[src/rtl/midi_pkg.sv]
// ============================================================================
// Module  : midi_pkg
// Brief   : MIDI status-nibble constants and note-decoder parser states.
// Revision: 1.0 - initial release
// ============================================================================
`default_nettype none

package midi_pkg;

    localparam logic [3:0] NOTE_OFF         = 4'h8;
    localparam logic [3:0] NOTE_ON          = 4'h9;
    localparam logic [3:0] CTRL             = 4'hB;
    localparam logic [3:0] PROG             = 4'hC;
    localparam logic [3:0] CHPRESS          = 4'hD;
    localparam logic [6:0] CC_ALL_NOTES_OFF = 7'd123;

    typedef enum logic [1:0] {
        ST_IDLE    = 2'd0,
        ST_WAIT_D1 = 2'd1,
        ST_WAIT_D2 = 2'd2,
        ST_SKIP    = 2'd3
    } parser_state_t;

    // Program change and channel pressure carry a single data byte.
    function automatic logic is_one_data_byte(input logic [3:0] nibble);
        return (nibble == PROG) || (nibble == CHPRESS);
    endfunction

endpackage

`default_nettype wire

[src/rtl/midi_note_decoder.sv]
// ============================================================================
// Module  : midi_note_decoder
// Brief   : Parses a MIDI byte stream into monophonic note-on/release events.
//           Optional: MIDI_RUNNING_STATUS_EN keeps the status after a message.
// Revision: 1.0 - initial release
// ============================================================================
`default_nettype none

module midi_note_decoder
    import midi_pkg::*;
#(
    parameter logic [3:0] CHANNEL = 4'd0,
    parameter logic       OMNI    = 1'b0
) (
    input  logic       clk,
    input  logic       rst_n,
    input  logic [7:0] rx_data,
    input  logic       rx_valid,
    output logic       new_note_pulse,
    output logic       release_note_pulse,
    output logic [6:0] note,
    output logic [6:0] velocity,
    output logic       gate
);

    parser_state_t r_state, w_state_nx;
    logic [7:0]    r_status, w_status_nx;
    logic [6:0]    r_d1, w_d1_nx;
    logic          r_new, w_new_nx;
    logic          r_rel, w_rel_nx;
    logic [6:0]    r_note, w_note_nx;
    logic [6:0]    r_vel, w_vel_nx;
    logic          r_gate, w_gate_nx;
    logic          w_done;
    logic [6:0]    w_d2;
    logic          w_ch_match;

    assign w_ch_match = OMNI || (r_status[3:0] == CHANNEL);

    always_ff @(posedge clk or negedge rst_n) begin
        if (!rst_n) begin
            r_state  <= ST_IDLE;
            r_status <= 8'h00;
            r_d1     <= 7'd0;
            r_new    <= 1'b0;
            r_rel    <= 1'b0;
            r_note   <= 7'd0;
            r_vel    <= 7'd0;
            r_gate   <= 1'b0;
        end else begin
            r_state  <= w_state_nx;
            r_status <= w_status_nx;
            r_d1     <= w_d1_nx;
            r_new    <= w_new_nx;
            r_rel    <= w_rel_nx;
            r_note   <= w_note_nx;
            r_vel    <= w_vel_nx;
            r_gate   <= w_gate_nx;
        end
    end

    always_comb begin
        w_state_nx  = r_state;
        w_status_nx = r_status;
        w_d1_nx     = r_d1;
        w_new_nx    = 1'b0;
        w_rel_nx    = 1'b0;
        w_note_nx   = r_note;
        w_vel_nx    = r_vel;
        w_gate_nx   = r_gate;
        w_done      = 1'b0;
        w_d2        = 7'd0;

        // Real-time bytes (0xF8-0xFF) fall through untouched.
        if (rx_valid && (rx_data < 8'hF8)) begin
            if (rx_data >= 8'hF0) begin
                w_status_nx = 8'h00;
                w_state_nx  = ST_SKIP;
            end else if (rx_data[7]) begin
                w_status_nx = rx_data;
                w_state_nx  = ST_WAIT_D1;
            end else begin
                unique case (r_state)
                    ST_WAIT_D1: begin
                        if (is_one_data_byte(r_status[7:4])) begin
                            w_done = 1'b1;
                        end else begin
                            w_d1_nx    = rx_data[6:0];
                            w_state_nx = ST_WAIT_D2;
                        end
                    end
                    ST_WAIT_D2: begin
                        w_done = 1'b1;
                        w_d2   = rx_data[6:0];
                    end
                    default: ;
                endcase
            end
        end

        if (w_done) begin
`ifdef MIDI_RUNNING_STATUS_EN
            w_state_nx  = ST_WAIT_D1;
`else
            w_state_nx  = ST_IDLE;
            w_status_nx = 8'h00;
`endif
            if (w_ch_match) begin
                if ((r_status[7:4] == NOTE_ON) && (w_d2 != 7'd0)) begin
                    w_new_nx  = 1'b1;
                    w_note_nx = r_d1;
                    w_vel_nx  = w_d2;
                    w_gate_nx = 1'b1;
                end else if ((r_status[7:4] == NOTE_OFF) || (r_status[7:4] == NOTE_ON)) begin
                    if (r_gate && (r_d1 == r_note)) begin
                        w_rel_nx  = 1'b1;
                        w_gate_nx = 1'b0;
                    end
                end else if ((r_status[7:4] == CTRL) && (r_d1 == CC_ALL_NOTES_OFF) && r_gate) begin
                    w_rel_nx  = 1'b1;
                    w_gate_nx = 1'b0;
                end
            end
        end
    end

    assign new_note_pulse     = r_new;
    assign release_note_pulse = r_rel;
    assign note               = r_note;
    assign velocity           = r_vel;
    assign gate               = r_gate;

endmodule

`default_nettype wire

[config.mk]
export PLATFORM = sky130hd
export DESIGN_NAME = midi_note_decoder
export DESIGN_NICKNAME = d
export VERILOG_FILES = /design/src/rtl/midi_pkg.sv /design/src/rtl/midi_note_decoder.sv
export SDC_FILE = /design/constraint.sdc
export NUM_CORES = 1
export LEC_CHECK = 0
export BUFFER_PORTS_ARGS = -buffer_cell sky130_fd_sc_hd__clkbuf_2
export CAP_MARGIN = 20
export CORE_MARGIN = 4
export CORE_UTILIZATION = 35
export DETAILED_ROUTE_END_ITERATION = 7
export PLACE_DENSITY = 0.59
export SKIP_LAST_GASP = 1
export SLEW_MARGIN = 25
export SYNTH_ARGS = -nofsm -noshare
export SYNTH_HDL_FRONTEND = slang
export SYNTH_SLANG_ARGS = --single-unit
[constraint.sdc]
create_clock -name clk -period 2.6 [get_ports clk]
set_input_delay 0.13 -clock clk [delete_from_list [all_inputs] [get_ports clk]]
set_output_delay 0.13 -clock clk [all_outputs]
set_load 0.01 [all_outputs]
Word-level counts from Yosys, hierarchy flattened
Index checks and enable logic that the tools add are counted.

operators by class
  order comparisons = 2
  eq/ne operators = 11
  muxes and demuxes = 32
  bitwise gates (word level) = 3
  reduce and logical (&&, ||, !) cells = 18

operators by type and width
  operator                                                   count
  two-way mux 8 bit                                          4
  two-way mux 7 bit                                          4
  equality test 4 bit (second input constant)                5
  two-way mux 1 bit                                          17
  two-way mux 2 bit                                          6
  greater-or-equal comparator 8 bit (second input constant)  1
  less-than comparator 8 bit (second input constant)         1
  equality test 7 bit                                        1
  equality test 7 bit (second input constant)                1
  nonzero test 7 bit                                         1
  AND reduction 3 bit                                        2
  nonzero test 3 bit                                         2
  logical AND 1 bit                                          5
  AND reduction 5 bit                                        1
  logical NOT 4 bit                                          1
  inequality test 4 bit (second input constant)              1
  AND reduction 4 bit                                        1
  nonzero test 4 bit                                         1
  inequality test 3 x 2 -> 1 bit (second input constant)     1
  inverter 1 bit                                             3
  equality test 2 x 1 -> 1 bit (second input constant)       1
  equality test 2 bit (second input constant)                1
  logical OR 1 bit                                           2
  case mux 1 bit (2 select lines)                            1
  other kinds (2)                                            2

word-level totals
  bits in registers = 34
  bits of input ports = 11

Logic depth before layout (Yosys ltp)
Gate-level depths: netlist of run 1.

  word-level depth = 10
  mapped depth = 8
  mapped depth without buffers = 6

Least setup slack after synthesis of run 1
No wires, ideal clock.

  kind = register -> register
  start point = reg r_state[0]
  end point = reg r_note[5], in the netlist note[5]
  data arrival time = 1.696 ns
  required time = 2.475 ns
  path slack = 0.779 ns
  stages on the path, launching flop included = 9
  period minus slack after synthesis = 1.821 ns
  cell sequence = dfrtp_1 inv_1 ha_1 and3b_1 buf_4 o2111a_2 nand3_4 buf_12 mux2_4

between the ends
  longest elaborated chain between the ends = 8

ends and longest elaborated chain
  what                                      RTL line                  RTL
  from (decl)                               midi_note_decoder.sv:26   parser_state_t r_state, w_state_nx;
  from (signal assigned)                    midi_note_decoder.sv:51   r_state <= w_state_nx;
  equality test 2 bit                       midi_note_decoder.sv:83   unique case (r_state)
  two-way mux 7 bit                         midi_note_decoder.sv:83
  two-way mux 7 bit                         midi_note_decoder.sv:79   end else if (rx_data[7]) begin
  two-way mux 7 bit                         midi_note_decoder.sv:76   if (rx_data >= 8'hF0) begin
  two-way mux 7 bit                         midi_note_decoder.sv:75   if (rx_valid && (rx_data < 8'hF8)) begin
  nonzero test 7 bit                        midi_note_decoder.sv:109  if ((r_status[7:4] == NOTE_ON) && (w_d2 != 7'd0)) begin
  logical AND 1 bit                         midi_note_decoder.sv:109
  AND reduction 3 bit (no source line) (*)  n/a
  to (signal assigned)                      midi_note_decoder.sv:56   r_note <= w_note_nx;
  to (decl)                                 midi_note_decoder.sv:31   logic [6:0] r_note, w_note_nx;

Mark *: on every way between the ends. The rest lies on a longest branch, timed or not.
A chain may end at the register's enable or synchronous reset.

Worst setup path in the final report of run 1
  start point = reg r_state[0]
  end point = reg r_note[6], in the netlist note[6]

The elaborated chain is that of the path after synthesis.

==> results of run 1 <==
stage by stage:
step / util, % / hold slack (ns) / instance area (sq um)
2_1_floorplan: - / -0.166 / 1630
3_5_place_dp: 40.8 / 0.290 / 1800
5_1_grt: 43.2 / 0.136 / 1910
6_report: 43.2 / 0.131 / 1910
3_3_place_gp: 40.8 / 0.264 / 1800
4_1_cts: 43.2 / 0.122 / 1910
worst paths after layout:
kind,startpoint,to,cells after the start
worst max-delay path,r_state[0]$_DFFE_PN0P_,note[6]$_DFFE_PN0P_,6
worst min-delay path,rx_data[0],velocity[0]$_DFFE_PN0P_,3
worst max register to register,r_state[0]$_DFFE_PN0P_,note[6]$_DFFE_PN0P_,6
worst min register to register,r_status[1]$_DFFE_PN0P_,r_status[1]$_DFFE_PN0P_,1
max in group asynchronous,rst_n,r_status[1]$_DFFE_PN0P_,2
min in group asynchronous,rst_n,release_note_pulse$_DFF_PN0_,2
flip-flops by register name (all words and copies together) (netlist names):
register            count
new_note_pulse          1
gate                    1
release_note_pulse      1
velocity                7
r_state                 2
r_status                8
note                    7
r_d1                    7
timing repair:
item / CTS / global route
setup buffers: 0 / 0
hold endpoints to repair: 34 / 0
hold buffers: 1 / 0
logic make-up (layout without fill, tap and decap cells):
logic type | Yosys count | count (layout) | share of synthesized area, %
flops | 34 | 34 | 52.3
simple gates | 31 | 31 | 11.5
mux | 22 | 22 | 15.1
compound gates | 21 | 21 | 10.9
buf+inv | 16 | 50 | 4.93
xor+xnor | 7 | 7 | 3.77
fa+ha+maj | 2 | 2 | 1.54
layout make-up:
cell class | instances | area share (%)
inverters | 13 | 2.56
flip-flops and latches | 34 | 44.6
multi-input cells | 83 | 36.4
clock buffers | 6 | 4.33
well taps | 52 | 3.41
repair buffers | 29 | 8.01
clock inverters | 2 | 0.656
placed cells by master (no fill, tap or decap), types with 2 or more instances in the layout:
cell type,netlist,layout
sky130_fd_sc_hd__xor2_1,7,7
sky130_fd_sc_hd__o21bai_1,2,2
sky130_fd_sc_hd__mux2_4,2,2
sky130_fd_sc_hd__dfrtp_1,34,34
sky130_fd_sc_hd__clkbuf_2,0,27
sky130_fd_sc_hd__nand2_1,11,11
sky130_fd_sc_hd__nor3_1,2,2
sky130_fd_sc_hd__mux2_2,12,12
sky130_fd_sc_hd__mux2i_1,8,8
sky130_fd_sc_hd__nor2_1,2,2
sky130_fd_sc_hd__nand4b_1,3,3
sky130_fd_sc_hd__clkbuf_8,0,6
sky130_fd_sc_hd__inv_1,13,13
sky130_fd_sc_hd__a21o_1,2,2
sky130_fd_sc_hd__o21ai_0,2,2
sky130_fd_sc_hd__ha_1,2,2
sky130_fd_sc_hd__a22o_1,6,6
sky130_fd_sc_hd__nor4_1,3,3
power breakdown:
| part | internal [mW] | leakage, nW | switching (mW) |
|---|---|---|---|
| clock | 0.213 | 0.0472 | 0.194 |
| sequential | 0.625 | 0.400 | 0.0996 |
| combinational | 0.165 | 0.548 | 0.155 |
| total | 1.00 | 0.996 | 0.448 |
worst register-to-register path: stages, from the launching register on:
cell and delay (ns):
sky130_fd_sc_hd__dfrtp_1 0.40, sky130_fd_sc_hd__inv_1 0.07, sky130_fd_sc_hd__ha_1 0.18, sky130_fd_sc_hd__and3b_1 0.33, sky130_fd_sc_hd__o2111a_2 0.31, sky130_fd_sc_hd__nand3_4 0.24, sky130_fd_sc_hd__mux2_4 0.38
metal layers:
layer | GRT usage (%) | share of wire, % | wire length (microns)
met2 | 20.0 | 48 | 1650
met4 | 7.17 | 2.2 | 76
met1 | 15.7 | 45 | 1530
met5 | 0 | 0 | 0
met3 | 3.19 | 4.3 | 146
==> results.md, run 1 <==
- Worst EP required: 2.77 ns
- Count of buffers inserted at the top-level ports: 27
- H-tree level count: 2
- Reported max-cap violation count: 0
- Setup slack at placement: 0.602 ns
- Family of cells with the greatest summed delay on the critical path: simple AND/OR/NAND/NOR gates
- Setup TNS: 0 ns
- Cell Chain, Critical Path: inv_1 -> ha_1 -> and3b_1 -> o2111a_2 -> nand3_4 -> mux2_4
- Floorplan die area: 0.00580 sq mm
- Synth Instances: 133
- Via count of the first global-routing pass: 1253
- Crit path capture type: register
- Worst slew margin relative to its limit: 44.6%
- I/O Pins: 28
- Final non-filler cell total: 219
- Ratio of final minimum period to clock period: 77.0%
- Starting Density: 36.8%
- Final Max Tran Viols: 0
- Setup CP Type: register to register
- Synthesized area per cell: 12.2 sq um
- Number of antenna violations at the first check in global routing: 0
- Top cell type's share of synthesized area: 52.3%
- Width of the chip: 76.1 microns
- Clock latency at the later pin of the worst-skew pair: 0.28 ns
- Maximum number of pins on one net before global-route repair: 35
- Filler Cells Inserted: 429
- Placeable core region: 0.00441 sq mm
- Weighted congestion reported at the end of routability-driven placement: 0.860
- Count of cell types in the netlist: 38
- Arr. time, crit path: 2.18 ns
- Num Clock Sinks: 34
- Fin crit period: 2.00 ns
- Final clock skew: 0.00742 ns
- Number of endpoints with negative hold slack in the final report: 0
- Post-DP HPWL: 2550 microns
- Number of endpoints failing setup at the final stage: 0
- Number of warnings issued by yosys: 0
- Largest incremental delay on the critical path: 0.40 ns
- Result of the run: complete, no violations
- Power density cells: 761 mW/mm^2
- Overall Power: 1.45 mW
- Post-cts resize count: 0
- Worst hold-check path type: primary input to register
- Number of antenna cells inserted: 0
- Most numerous cell types in the synthesized netlist: 34 x sky130_fd_sc_hd__dfrtp_1, 13 x sky130_fd_sc_hd__inv_1, 12 x sky130_fd_sc_hd__mux2_2
- Proportion of synthesized flip-flops having asynchronous set or reset: 100%
- Synth area leaders: sky130_fd_sc_hd__dfrtp_1 52%, sky130_fd_sc_hd__mux2_2 8.3%, sky130_fd_sc_hd__mux2i_1 4.9%, sky130_fd_sc_hd__xor2_1 3.8%, sky130_fd_sc_hd__a22o_1 3.2%
- Clk pin slew, worst setup/hold paths: 0.07 ns
- Kind of start point of the critical path: register
- Die extent in y: 76.1 microns
- Final Routed Wirelength: 3400 microns
- Synthesis-stage register bit count: 34
- Detailed Route Iter0 Violations: 68
- Number of enable-type register cells in the synthesized netlist: 0
- Largest driver fanout on the critical path: 15
- Maximum VDD drop: 0.288 mV
- Wirelength per Cell: 15.5 microns
- Residual overflow from global routing: 0
- Worst path setup slack after routing: 0.599 ns
- Standby leakage power: 0.996 nW
- Clock tree root driver cell: sky130_fd_sc_hd__clkbuf_8
- Slew at the pin with the worst max-slew slack: 0.831 ns
- Area used by multi-input combinational logic: 694 sq um
- Wire length of the first global-routing pass: 5920 microns
- Maximum buffer depth of the clock tree: 2
- Library cell with the largest summed area after synthesis: sky130_fd_sc_hd__dfrtp_1
- Total GRT Usage: 12.7%
- Number of instances in the placed design: 210
- DRC violation count after routing: 0
- Area grow syn2layout: 17.3%
- Register Area: 851 sq um
- Primary flip-flop cell chosen by synthesis mapping: sky130_fd_sc_hd__dfrtp_1
- Vias: 1130
- Register-to-register setup slack: 0.60 ns
- Syn Nets: 146
- Maximum clock rate: 500 MHz
- Setup repair after global routing missed its margin: false
- Site Rows: 24
- First-pass iteration count of the detailed router: 4
- Most common cell in the netlist: sky130_fd_sc_hd__dfrtp_1
- Number of buffers and inverters on the critical path: 1
- Remaining antenna violation count after routing: 0
- Ratio of routed vias to standard cells: 5.16
- Final net count: 179
- Share of final-layout standard cells stronger than drive strength 1: 34.1%
- TritonCTS clock tree: done
- Slowest cell on crit path: sky130_fd_sc_hd__dfrtp_1
- Post-synthesis instance area: 0.00163 sq mm
- Number of buffers created by CTS: 5
- Sequential-to-total area share from yosys stat: 52.3%
(Power assumes the default switching activity.)
==> inputs of run 2 (changes only) <==
--- a/config.mk
+++ b/config.mk
@@ -5,12 +5,13 @@
 export SDC_FILE = /design/constraint.sdc
 export NUM_CORES = 1
 export LEC_CHECK = 0
+export ABC_AREA = 1
 export BUFFER_PORTS_ARGS = -buffer_cell sky130_fd_sc_hd__clkbuf_2
 export CAP_MARGIN = 20
 export CORE_MARGIN = 4
 export CORE_UTILIZATION = 35
 export DETAILED_ROUTE_END_ITERATION = 7
-export PLACE_DENSITY = 0.59
+export PLACE_DENSITY = 0.61
 export SKIP_LAST_GASP = 1
 export SLEW_MARGIN = 25
 export SYNTH_ARGS = -nofsm -noshare
==> constraint.sdc (replaced) <==
create_clock -name clk -period 1.66 [get_ports clk]
set_input_delay 0.083 -clock clk [delete_from_list [all_inputs] [get_ports clk]]
set_output_delay 0.083 -clock clk [all_outputs]
set_load 0.01 [all_outputs]
==> results.md, run 2 <==
- Cell Chain, Critical Path: inv_2 -> ha_4 -> buf_6 -> nand2_2 -> nor2_1 -> nand3_1 -> buf_4 -> buf_4 -> buf_4 -> buf_4 -> buf_4 -> o21ai_2 (was inv_1 -> ha_1 -> and3b_1 -> o2111a_2 -> nand3_4 -> mux2_4)
- Number of enable-type register cells in the synthesized netlist: 0 (unchanged)
- H-tree level count: 2 (unchanged)
- Site Rows: 25 (was 24)
- CP most frequent cell: sky130_fd_sc_hd__buf_4
- Synthesized area per cell: 8.25 sq um (was 12.2 sq um)
- DRC violation count after routing: 0 (unchanged)
- Largest incremental delay on the critical path: 0.41 ns (was 0.40 ns)
- Net Sw Frac: 34.0% (was 30.9%)
- Width of the chip: 79.0 microns (was 76.1 microns)
- Die extent in y: 79.0 microns (was 76.1 microns)
- Library cell with the largest summed area after synthesis: sky130_fd_sc_hd__dfrtp_1 (unchanged)
- Power density cells: 966 mW/mm^2 (was 761 mW/mm^2)
- Failing checks: setup timing
- Final design utilization: 52.3% (was 43.2%)
- Synth Instances: 214 (was 133)
- Starting Density: 36.6% (was 36.8%)
- Most common cell in the netlist: sky130_fd_sc_hd__nand2_1 (was sky130_fd_sc_hd__dfrtp_1)
- Syn Nets: 227 (was 146)
- Vias: 1563 (was 1130)
- Flip-flop count of the largest register, all copies and words added: 8 (unchanged)
- Detailed Route Iter0 Violations: 42 (was 68)
- Final Routed Wirelength: 4230 microns (was 3400 microns)
- Synthesis-stage register bit count: 34 (unchanged)
- Wire length of the first global-routing pass: 7040 microns (was 5920 microns)
- Min-Delay Path Depth: 3 (unchanged)
- Top cell type's share of synthesized area: 48.2% (was 52.3%)
- Critical R2R Launch: r_state[0]$_DFFE_PN0P_ (unchanged)
- Endpoint of the worst register-to-register path: velocity[0]$_DFFE_PN0P_ (was note[6]$_DFFE_PN0P_)
- Share of total power in combinational logic: 28.9% (was 22.1%)
- Final clock skew: 0.00687 ns (was 0.00742 ns)
- Most frequent standard cell in the layout excluding fill and tap cells: sky130_fd_sc_hd__dfrtp_1 (unchanged)
- Arr. time, crit path: 1.99 ns (was 2.18 ns)
- Cell area after layout: 0.00252 sq mm (was 0.00191 sq mm)
- Primary flip-flop cell chosen by synthesis mapping: sky130_fd_sc_hd__dfrtp_1 (unchanged)
- Cell internal power dissipation: 1.60 mW (was 1.00 mW)
- Number of buffers and inverters on the critical path: 7 (was 1)
- Switching power: 827 uW (was 448 uW)
- Setup CP Type: register to register (unchanged)
- Worst slew margin relative to its limit: 65.2% (was 44.6%)
- Post-DP HPWL: 2950 microns (was 2550 microns)
- Result of the run: complete, but fails checks (was complete, no violations)
- Share of total power in sequential cells: 44.9% (was 49.9%)
- Residual overflow from global routing: 0 (unchanged)
- Maximum clock rate: 564 MHz (was 500 MHz)
- Final net count: 287 (was 179)
- Clk pin slew, worst setup/hold paths: 0.07 ns (about the same)
- Ratio of routed vias to standard cells: 4.57 (was 5.16)
- Standby leakage power: 1.26 nW (was 0.996 nW)
- Reported max-cap violation count: 0 (unchanged)
- Count of buffers inserted at the top-level ports: 27 (unchanged)
- Wirelength per Cell: 12.4 microns (was 15.5 microns)
- Share of final-layout standard cells stronger than drive strength 1: 45.8% (was 34.1%)
- Worst EP required: 1.87 ns (was 2.77 ns)
- First-pass iteration count of the detailed router: 4 (unchanged)
- Largest driver fanout on the critical path: 3 (was 15)
- Number of buffers created by CTS: 5 (unchanged)
- Maximum VDD drop: 0.412 mV (was 0.288 mV)
- Worst path setup slack after routing: -0.112 ns (was 0.599 ns)
- Ratio of final minimum period to clock period: 107% (was 77.0%)
- Overall Power: 2.43 mW (was 1.45 mW)
- Number of endpoints with negative hold slack in the final report: 0 (unchanged)
- Number of warnings issued by yosys: 0 (unchanged)
- Clock power share: 26.2% (was 28.0%)
- TritonCTS clock tree: done (unchanged)
- Family of cells with the greatest summed delay on the critical path: buffers and inverters (was simple AND/OR/NAND/NOR gates)
- Clock tree root driver cell: sky130_fd_sc_hd__clkbuf_8 (unchanged)
- Synth area leaders: sky130_fd_sc_hd__dfrtp_1 48%, sky130_fd_sc_hd__nand2_1 9.8%, sky130_fd_sc_hd__inv_1 8.1%, sky130_fd_sc_hd__o21ai_2 3.5%, sky130_fd_sc_hd__nand3_1 3.4% (was sky130_fd_sc_hd__dfrtp_1 52%, sky130_fd_sc_hd__mux2_2 8.3%, sky130_fd_sc_hd__mux2i_1 4.9%, sky130_fd_sc_hd__xor2_1 3.8%, sky130_fd_sc_hd__a22o_1 3.2%)
- Worst Hold Path EP: r_status[1]$_DFFE_PN0P_ (was velocity[0]$_DFFE_PN0P_)
- Floorplan die area: 0.00624 sq mm (was 0.00580 sq mm)
- Slowest cell on crit path: sky130_fd_sc_hd__dfrtp_1 (unchanged)
- Post-synthesis instance area: 0.00177 sq mm (was 0.00163 sq mm)
- Worst min-delay path startpoint: rx_data[1] (was rx_data[0])
- Remaining antenna violation count after routing: 0 (unchanged)
- Number of antenna cells inserted: 0 (unchanged)
- Number of endpoints failing setup at the final stage: 16 (was 0)
- Num Clock Sinks: 34 (unchanged)
- Setup repair after global routing missed its margin: true (was false)
- Sequential-to-total area share from yosys stat: 48.2% (was 52.3%)
- Slew at the pin with the worst max-slew slack: 0.517 ns (was 0.831 ns)
- Via count of the first global-routing pass: 1531 (was 1253)
- Total GRT Usage: 14.3% (was 12.7%)
- Kind of start point of the critical path: register (unchanged)
- Fin crit period: 1.77 ns (was 2.00 ns)
- Proportion of synthesized flip-flops having asynchronous set or reset: 100% (unchanged)
- Placed inst area: 0.00208 sq mm (was 0.00180 sq mm)
- Count of cell types in the netlist: 27 (was 38)
- Crit path capture type: register (unchanged)
- Stages on the worst setup path: 12 (was 6)
- Maximum number of pins on one net before global-route repair: 35 (unchanged)
- Placeable core region: 0.00482 sq mm (was 0.00441 sq mm)
- Filler Cells Inserted: 471 (was 429)
- I/O Pins: 28 (unchanged)
- Most numerous cell types in the synthesized netlist: 46 x sky130_fd_sc_hd__nand2_1, 38 x sky130_fd_sc_hd__inv_1, 34 x sky130_fd_sc_hd__dfrtp_1 (was 34 x sky130_fd_sc_hd__dfrtp_1, 13 x sky130_fd_sc_hd__inv_1, 12 x sky130_fd_sc_hd__mux2_2)
- Worst hold-check path type: primary input to register (unchanged)
- Weighted congestion reported at the end of routability-driven placement: 0.812 (was 0.860)
- Setup TNS: -1.46 ns (was 0 ns)
- Cell count of the worst reg-to-reg path: 12 (was 6)
- Final Max Tran Viols: 0 (unchanged)
- Biggest register: r_status (unchanged)
- Clock latency at the later pin of the worst-skew pair: 0.29 ns (was 0.28 ns)
- Highest-count cells in the layout ignoring fill and taps: 34 x sky130_fd_sc_hd__dfrtp_1, 32 x sky130_fd_sc_hd__inv_1, 31 x sky130_fd_sc_hd__nand2_1 (was 34 x sky130_fd_sc_hd__dfrtp_1, 27 x sky130_fd_sc_hd__clkbuf_2, 13 x sky130_fd_sc_hd__inv_1)
- Number of antenna violations at the first check in global routing: 0 (unchanged)
- Register-to-register setup slack: -0.11 ns (was 0.60 ns)
- Maximum buffer depth of the clock tree: 2 (unchanged)
- Area grow syn2layout: 42.6% (was 17.3%)
==> run 2: cell types whose count changed after synthesis, moves of 6 or more <==
cell / delta
sky130_fd_sc_hd__o22ai_1: +6
sky130_fd_sc_hd__nand2_2: +7
sky130_fd_sc_hd__a22o_1: -6
sky130_fd_sc_hd__xor2_1: -6
sky130_fd_sc_hd__mux2i_1: -8
sky130_fd_sc_hd__nand2_1: +35
sky130_fd_sc_hd__nor2_1: +12
sky130_fd_sc_hd__mux2_2: -12
sky130_fd_sc_hd__inv_1: +25
sky130_fd_sc_hd__o21ai_2: +7
sky130_fd_sc_hd__nand3_1: +11
sky130_fd_sc_hd__o21ai_0: +10
==> run 2: timing repair <==
action                                  4_1_cts  5_1_grt
endpoints found under the setup margin       20       31
gates cloned                                  0        2
hold buffers                                  1        0
buffers inserted                              5        6
hold endpoints to repair                     34        0
gates resized for setup                      12       48
pin swaps                                     3       19
==> run 2: area by class of cell <==
type	count	area, sq um	share of cell area [%]
clock buffer	7	86.3	3.43
tap	67	83.8	3.33
inverter	38	143	5.67
sequential	34	851	33.8
multi-input combinational	137	902	35.8
clock inverter	1	5.00	0.199
timing repair buffer	58	447	17.7
==> run 2: stage by stage <==
| step | hold WS (ns) | worst slack, ns | std cells |
|---|---|---|---|
| 5_1_grt | 0.126 | -0.244 | 342 |
| 3_5_place_dp | 0.143 | -0.131 | 321 |
| 6_report | 0.102 | -0.112 | 342 |
| 3_3_place_gp | 0.144 | -0.0766 | 321 |
| 2_1_floorplan | -0.213 | 0.0107 | 214 |
| 4_1_cts | 0.0939 | -0.0101 | 335 |
==> run 2: worst max path at each step <==
stage | endpoint | slack (ns) | from
after floorplan | note[5]$_DFFE_PN0P_ | 0.01 | r_state[0]$_DFFE_PN0P_
after global placement | gate$_DFFE_PN0P_ | -0.08 | r_state[0]$_DFFE_PN0P_
after detailed placement | gate$_DFFE_PN0P_ | -0.13 | r_state[0]$_DFFE_PN0P_
after CTS | velocity[2]$_DFFE_PN0P_ | -0.01 | r_state[0]$_DFFE_PN0P_
after global routing | note[5]$_DFFE_PN0P_ | -0.24 | r_state[0]$_DFFE_PN0P_
final | velocity[0]$_DFFE_PN0P_ | -0.11 | r_state[0]$_DFFE_PN0P_
==> run 2: worst min-delay path: stages <==
cell and delay [ns]:
sky130_fd_sc_hd__clkbuf_2 0.09, sky130_fd_sc_hd__nand4_1 0.08, sky130_fd_sc_hd__o21ai_0 0.08
==> run 2: logic make-up after synthesis <==
| family | count (synthesis) | synth area share (%) |
|---|---|---|
| flops | 34 | 48.2 |
| compound gates | 35 | 12.0 |
| simple gates | 97 | 26.4 |
| buf+inv | 43 | 10.4 |
| xor+xnor | 3 | 1.49 |
| fa+ha+maj | 2 | 1.42 |
==> run 2: power groups by stage <==
stage	combinational, mW	sequential, mW	clock [mW]
after floorplan	0.407	1.07	0
after detailed placement	0.559	1.10	0
after CTS	0.607	1.09	0.652
final	0.703	1.09	0.636
after global placement	0.557	1.10	0
after global routing	0.804	1.11	0.690
==> run 2: per-layer routing <==
layer	global-route usage (%)	vias to the layer above	wire (microns)
met4	6.01	0	64
met5	0	-	0
met1	19.3	725	1970
li1	-	800	-
met2	21.9	33	2020
met3	3.74	5	175
==> inputs of run 3 (changes only) <==
--- a/config.mk
+++ b/config.mk
@@ -8,7 +8,6 @@
 export ABC_AREA = 1
 export BUFFER_PORTS_ARGS = -buffer_cell sky130_fd_sc_hd__clkbuf_2
 export CAP_MARGIN = 20
-export CORE_MARGIN = 4
 export CORE_UTILIZATION = 35
 export DETAILED_ROUTE_END_ITERATION = 7
 export PLACE_DENSITY = 0.61
==> results.md, run 3 (synthesized netlist as in run 2, its figures left out) <==
- Worst Hold Path EP: r_status[1]$_DFFE_PN0P_ (unchanged)
- Maximum VDD drop: 0.436 mV (was 0.412 mV)
- Power density cells: 1020 mW/mm^2 (was 966 mW/mm^2)
- Die extent in y: 73.0 microns (was 79.0 microns)
- Number of endpoints with negative hold slack in the final report: 0 (unchanged)
- Number of buffers created by CTS: 5 (unchanged)
- Register-to-register setup slack: -0.05 ns (was -0.11 ns)
- Slew at the pin with the worst max-slew slack: 0.531 ns (was 0.517 ns)
- Arr. time, crit path: 1.86 ns (was 1.99 ns)
- Cell Chain, Critical Path: inv_1 -> ha_2 -> nand4_1 -> a21oi_2 -> buf_4 -> inv_1 -> a21oi_1 -> buf_4 -> o21ai_0 (was inv_2 -> ha_4 -> buf_6 -> nand2_2 -> nor2_1 -> nand3_1 -> buf_4 -> buf_4 -> buf_4 -> buf_4 -> buf_4 -> o21ai_2)
- Vias: 1530 (was 1563)
- Final Max Tran Viols: 0 (unchanged)
- H-tree level count: 2 (unchanged)
- Final clock skew: 0.00907 ns (was 0.00687 ns)
- Final non-filler cell total: 336 (was 342)
- Residual overflow from global routing: 0 (unchanged)
- Critical R2R Launch: r_state[1]$_DFFE_PN0P_ (was r_state[0]$_DFFE_PN0P_)
- Final net count: 281 (was 287)
- Standby leakage power: 1.20 nW (was 1.26 nW)
- Width of the chip: 73.0 microns (was 79.0 microns)
- Kind of start point of the critical path: register (unchanged)
- Worst hold-check path type: primary input to register (unchanged)
- Maximum buffer depth of the clock tree: 2 (unchanged)
- Flip-flop count of the largest register, all copies and words added: 8 (unchanged)
- Worst path setup slack after routing: -0.0455 ns (was -0.112 ns)
- I/O Pins: 28 (unchanged)
- Reported max-cap violation count: 0 (unchanged)
- Highest-count cells in the layout ignoring fill and taps: 42 x sky130_fd_sc_hd__nand2_1, 34 x sky130_fd_sc_hd__inv_1, 34 x sky130_fd_sc_hd__dfrtp_1 (was 34 x sky130_fd_sc_hd__dfrtp_1, 32 x sky130_fd_sc_hd__inv_1, 31 x sky130_fd_sc_hd__nand2_1)
- Detailed Route Iter0 Violations: 85 (was 42)
- Number of antenna violations at the first check in global routing: 0 (unchanged)
- Maximum number of pins on one net before global-route repair: 35 (unchanged)
- Crit path capture type: register (unchanged)
- Result of the run: complete, but fails checks (unchanged)
- Number of instances in the placed design: 320 (was 321)
- Cell count of the worst reg-to-reg path: 9 (was 12)
- Most frequent standard cell in the layout excluding fill and tap cells: sky130_fd_sc_hd__nand2_1 (was sky130_fd_sc_hd__dfrtp_1)
- Clk pin slew, worst setup/hold paths: 0.07 ns (about the same)
- Worst min-delay path startpoint: rx_data[1] (unchanged)
- Num Clock Sinks: 34 (unchanged)
- Setup repair after global routing missed its margin: true (unchanged)
- Via count of the first global-routing pass: 1495 (was 1531)
- Clock tree root driver cell: sky130_fd_sc_hd__clkbuf_8 (unchanged)
- Total GRT Usage: 16.8% (was 14.3%)
- Site Rows: 25 (unchanged)
- Starting Density: 36.9% (was 36.6%)
- Area grow syn2layout: 32.5% (was 42.6%)
- Remaining antenna violation count after routing: 0 (unchanged)
- Fin crit period: 1.71 ns (was 1.77 ns)
- Count of buffers inserted at the top-level ports: 27 (unchanged)
- TritonCTS clock tree: done (unchanged)
- Weighted congestion reported at the end of routability-driven placement: 0.836 (was 0.812)
- Family of cells with the greatest summed delay on the critical path: buffers and inverters (unchanged)
- Failing checks: setup timing (unchanged)
- Biggest register: r_status (unchanged)
- Setup TNS: -0.518 ns (was -1.46 ns)
- Worst EP required: 1.81 ns (was 1.87 ns)
- Slowest cell on crit path: sky130_fd_sc_hd__dfrtp_1 (unchanged)
- Number of endpoints failing setup at the final stage: 20 (was 16)
- Share of final-layout standard cells stronger than drive strength 1: 36.8% (was 45.8%)
- Floorplan die area: 0.00533 sq mm (was 0.00624 sq mm)
- Ratio of final minimum period to clock period: 103% (was 107%)
- Post-DP HPWL: 2930 microns (was 2950 microns)
- Filler Cells Inserted: 490 (was 471)
- Largest incremental delay on the critical path: 0.42 ns (was 0.41 ns)
- Clock latency at the later pin of the worst-skew pair: 0.29 ns (about the same)
- Maximum clock rate: 586 MHz (was 564 MHz)
- Final Routed Wirelength: 4130 microns (was 4230 microns)
- Setup CP Type: register to register (unchanged)
- Worst slew margin relative to its limit: 64.3% (was 65.2%)
- First-pass iteration count of the detailed router: 4 (unchanged)
- Number of buffers and inverters on the critical path: 4 (was 7)
- Endpoint of the worst register-to-register path: r_status[7]$_DFFE_PN0P_ (was velocity[0]$_DFFE_PN0P_)
- Number of antenna cells inserted: 0 (unchanged)
- DRC violation count after routing: 0 (unchanged)
- Wire length of the first global-routing pass: 6760 microns (was 7040 microns)
- Largest driver fanout on the critical path: 8 (was 3)
- Placeable core region: 0.00479 sq mm (was 0.00482 sq mm)
- Wirelength per Cell: 12.3 microns (was 12.4 microns)
- Ratio of routed vias to standard cells: 4.55 (was 4.57)
- Min-Delay Path Depth: 3 (unchanged)
[run 3: cell types whose count changed in the layout (fill, tap and decap cells not counted), moves of 3 or more]
cell,before,now
sky130_fd_sc_hd__buf_6,5,2
sky130_fd_sc_hd__buf_8,3,0
sky130_fd_sc_hd__inv_2,6,3
sky130_fd_sc_hd__nand2_1,31,42
sky130_fd_sc_hd__nand2_2,17,11
sky130_fd_sc_hd__nand2_4,7,2
sky130_fd_sc_hd__o21ai_1,0,4
sky130_fd_sc_hd__o21ai_2,11,7
[run 3: where the power goes]
| group | switching, mW | internal [mW] |
|---|---|---|
| logic | 0.389 | 0.279 |
| registers | 0.121 | 0.967 |
| clock network | 0.303 | 0.335 |
| total | 0.812 | 1.58 |
[run 3: what timing repair did]
item	4_1_cts	5_1_grt
resized for setup	7	17
endpoints found under the hold margin	34	0
gates cloned	0	1
hold buffers	1	0
pin swaps	3	5
setup endpoints to repair	25	18
buffers inserted	3	3
[run 3: how the worst max path moves through the flow]
stage | startpoint | endpoint | slack, ns | depth (start not counted)
6_report | r_state[1]$_DFFE_PN0P_ | r_status[7]$_DFFE_PN0P_ | -0.05 | 9
5_1_grt | r_state[0]$_DFFE_PN0P_ | velocity[0]$_DFFE_PN0P_ | -0.15 | 13
4_1_cts | r_state[0]$_DFFE_PN0P_ | velocity[0]$_DFFE_PN0P_ | -0.02 | 13
3_5_place_dp | r_state[0]$_DFFE_PN0P_ | velocity[0]$_DFFE_PN0P_ | -0.16 | 12
3_3_place_gp | r_state[0]$_DFFE_PN0P_ | velocity[0]$_DFFE_PN0P_ | -0.12 | 12
2_1_floorplan | r_state[0]$_DFFE_PN0P_ | note[5]$_DFFE_PN0P_ | 0.01 | 10
[run 3: worst reg2reg max path: stages, from the launching register on]
cell and delay, ns:
sky130_fd_sc_hd__dfrtp_1 0.42, sky130_fd_sc_hd__inv_1 0.09, sky130_fd_sc_hd__ha_2 0.17, sky130_fd_sc_hd__nand4_1 0.11, sky130_fd_sc_hd__a21oi_2 0.19, sky130_fd_sc_hd__buf_4 0.13, sky130_fd_sc_hd__inv_1 0.07, sky130_fd_sc_hd__a21oi_1 0.14
sky130_fd_sc_hd__buf_4 0.17, sky130_fd_sc_hd__o21ai_0 0.08
[run 3: routing by layer]
metal	vias up	GRT usage, %	wire, microns
li1	785	-	-
met1	709	22.3	1970
met2	29	26.5	1940
met3	7	4.01	156
met4	0	6.10	63
met5	-	0	0
[run 3: cell type report]
class	count	area, sq um	share of cell area [%]
flip-flops and latches	34	851	36.4
multi-input cells	137	805	34.4
repair buffers	52	363	15.5
inverters	38	145	6.21
clock buffers	7	86.3	3.69
well taps	67	83.8	3.58
clock inverters	1	5.00	0.214
[run 3: through the flow]
step                      worst slack [ns]  cell area [sq um]  util (%)  hold slack [ns]  total power, mW
after CTS                          -0.0157               2230      46.6           0.0871             2.36
final                              -0.0455               2340      48.9           0.0864             2.39
after floorplan                     0.0107               1770         -           -0.213             1.48
after detailed placement            -0.157               2080      43.5            0.146             1.67
after global placement              -0.125               2080      43.5            0.148             1.66
after global routing                -0.150               2340      48.9            0.106             2.55
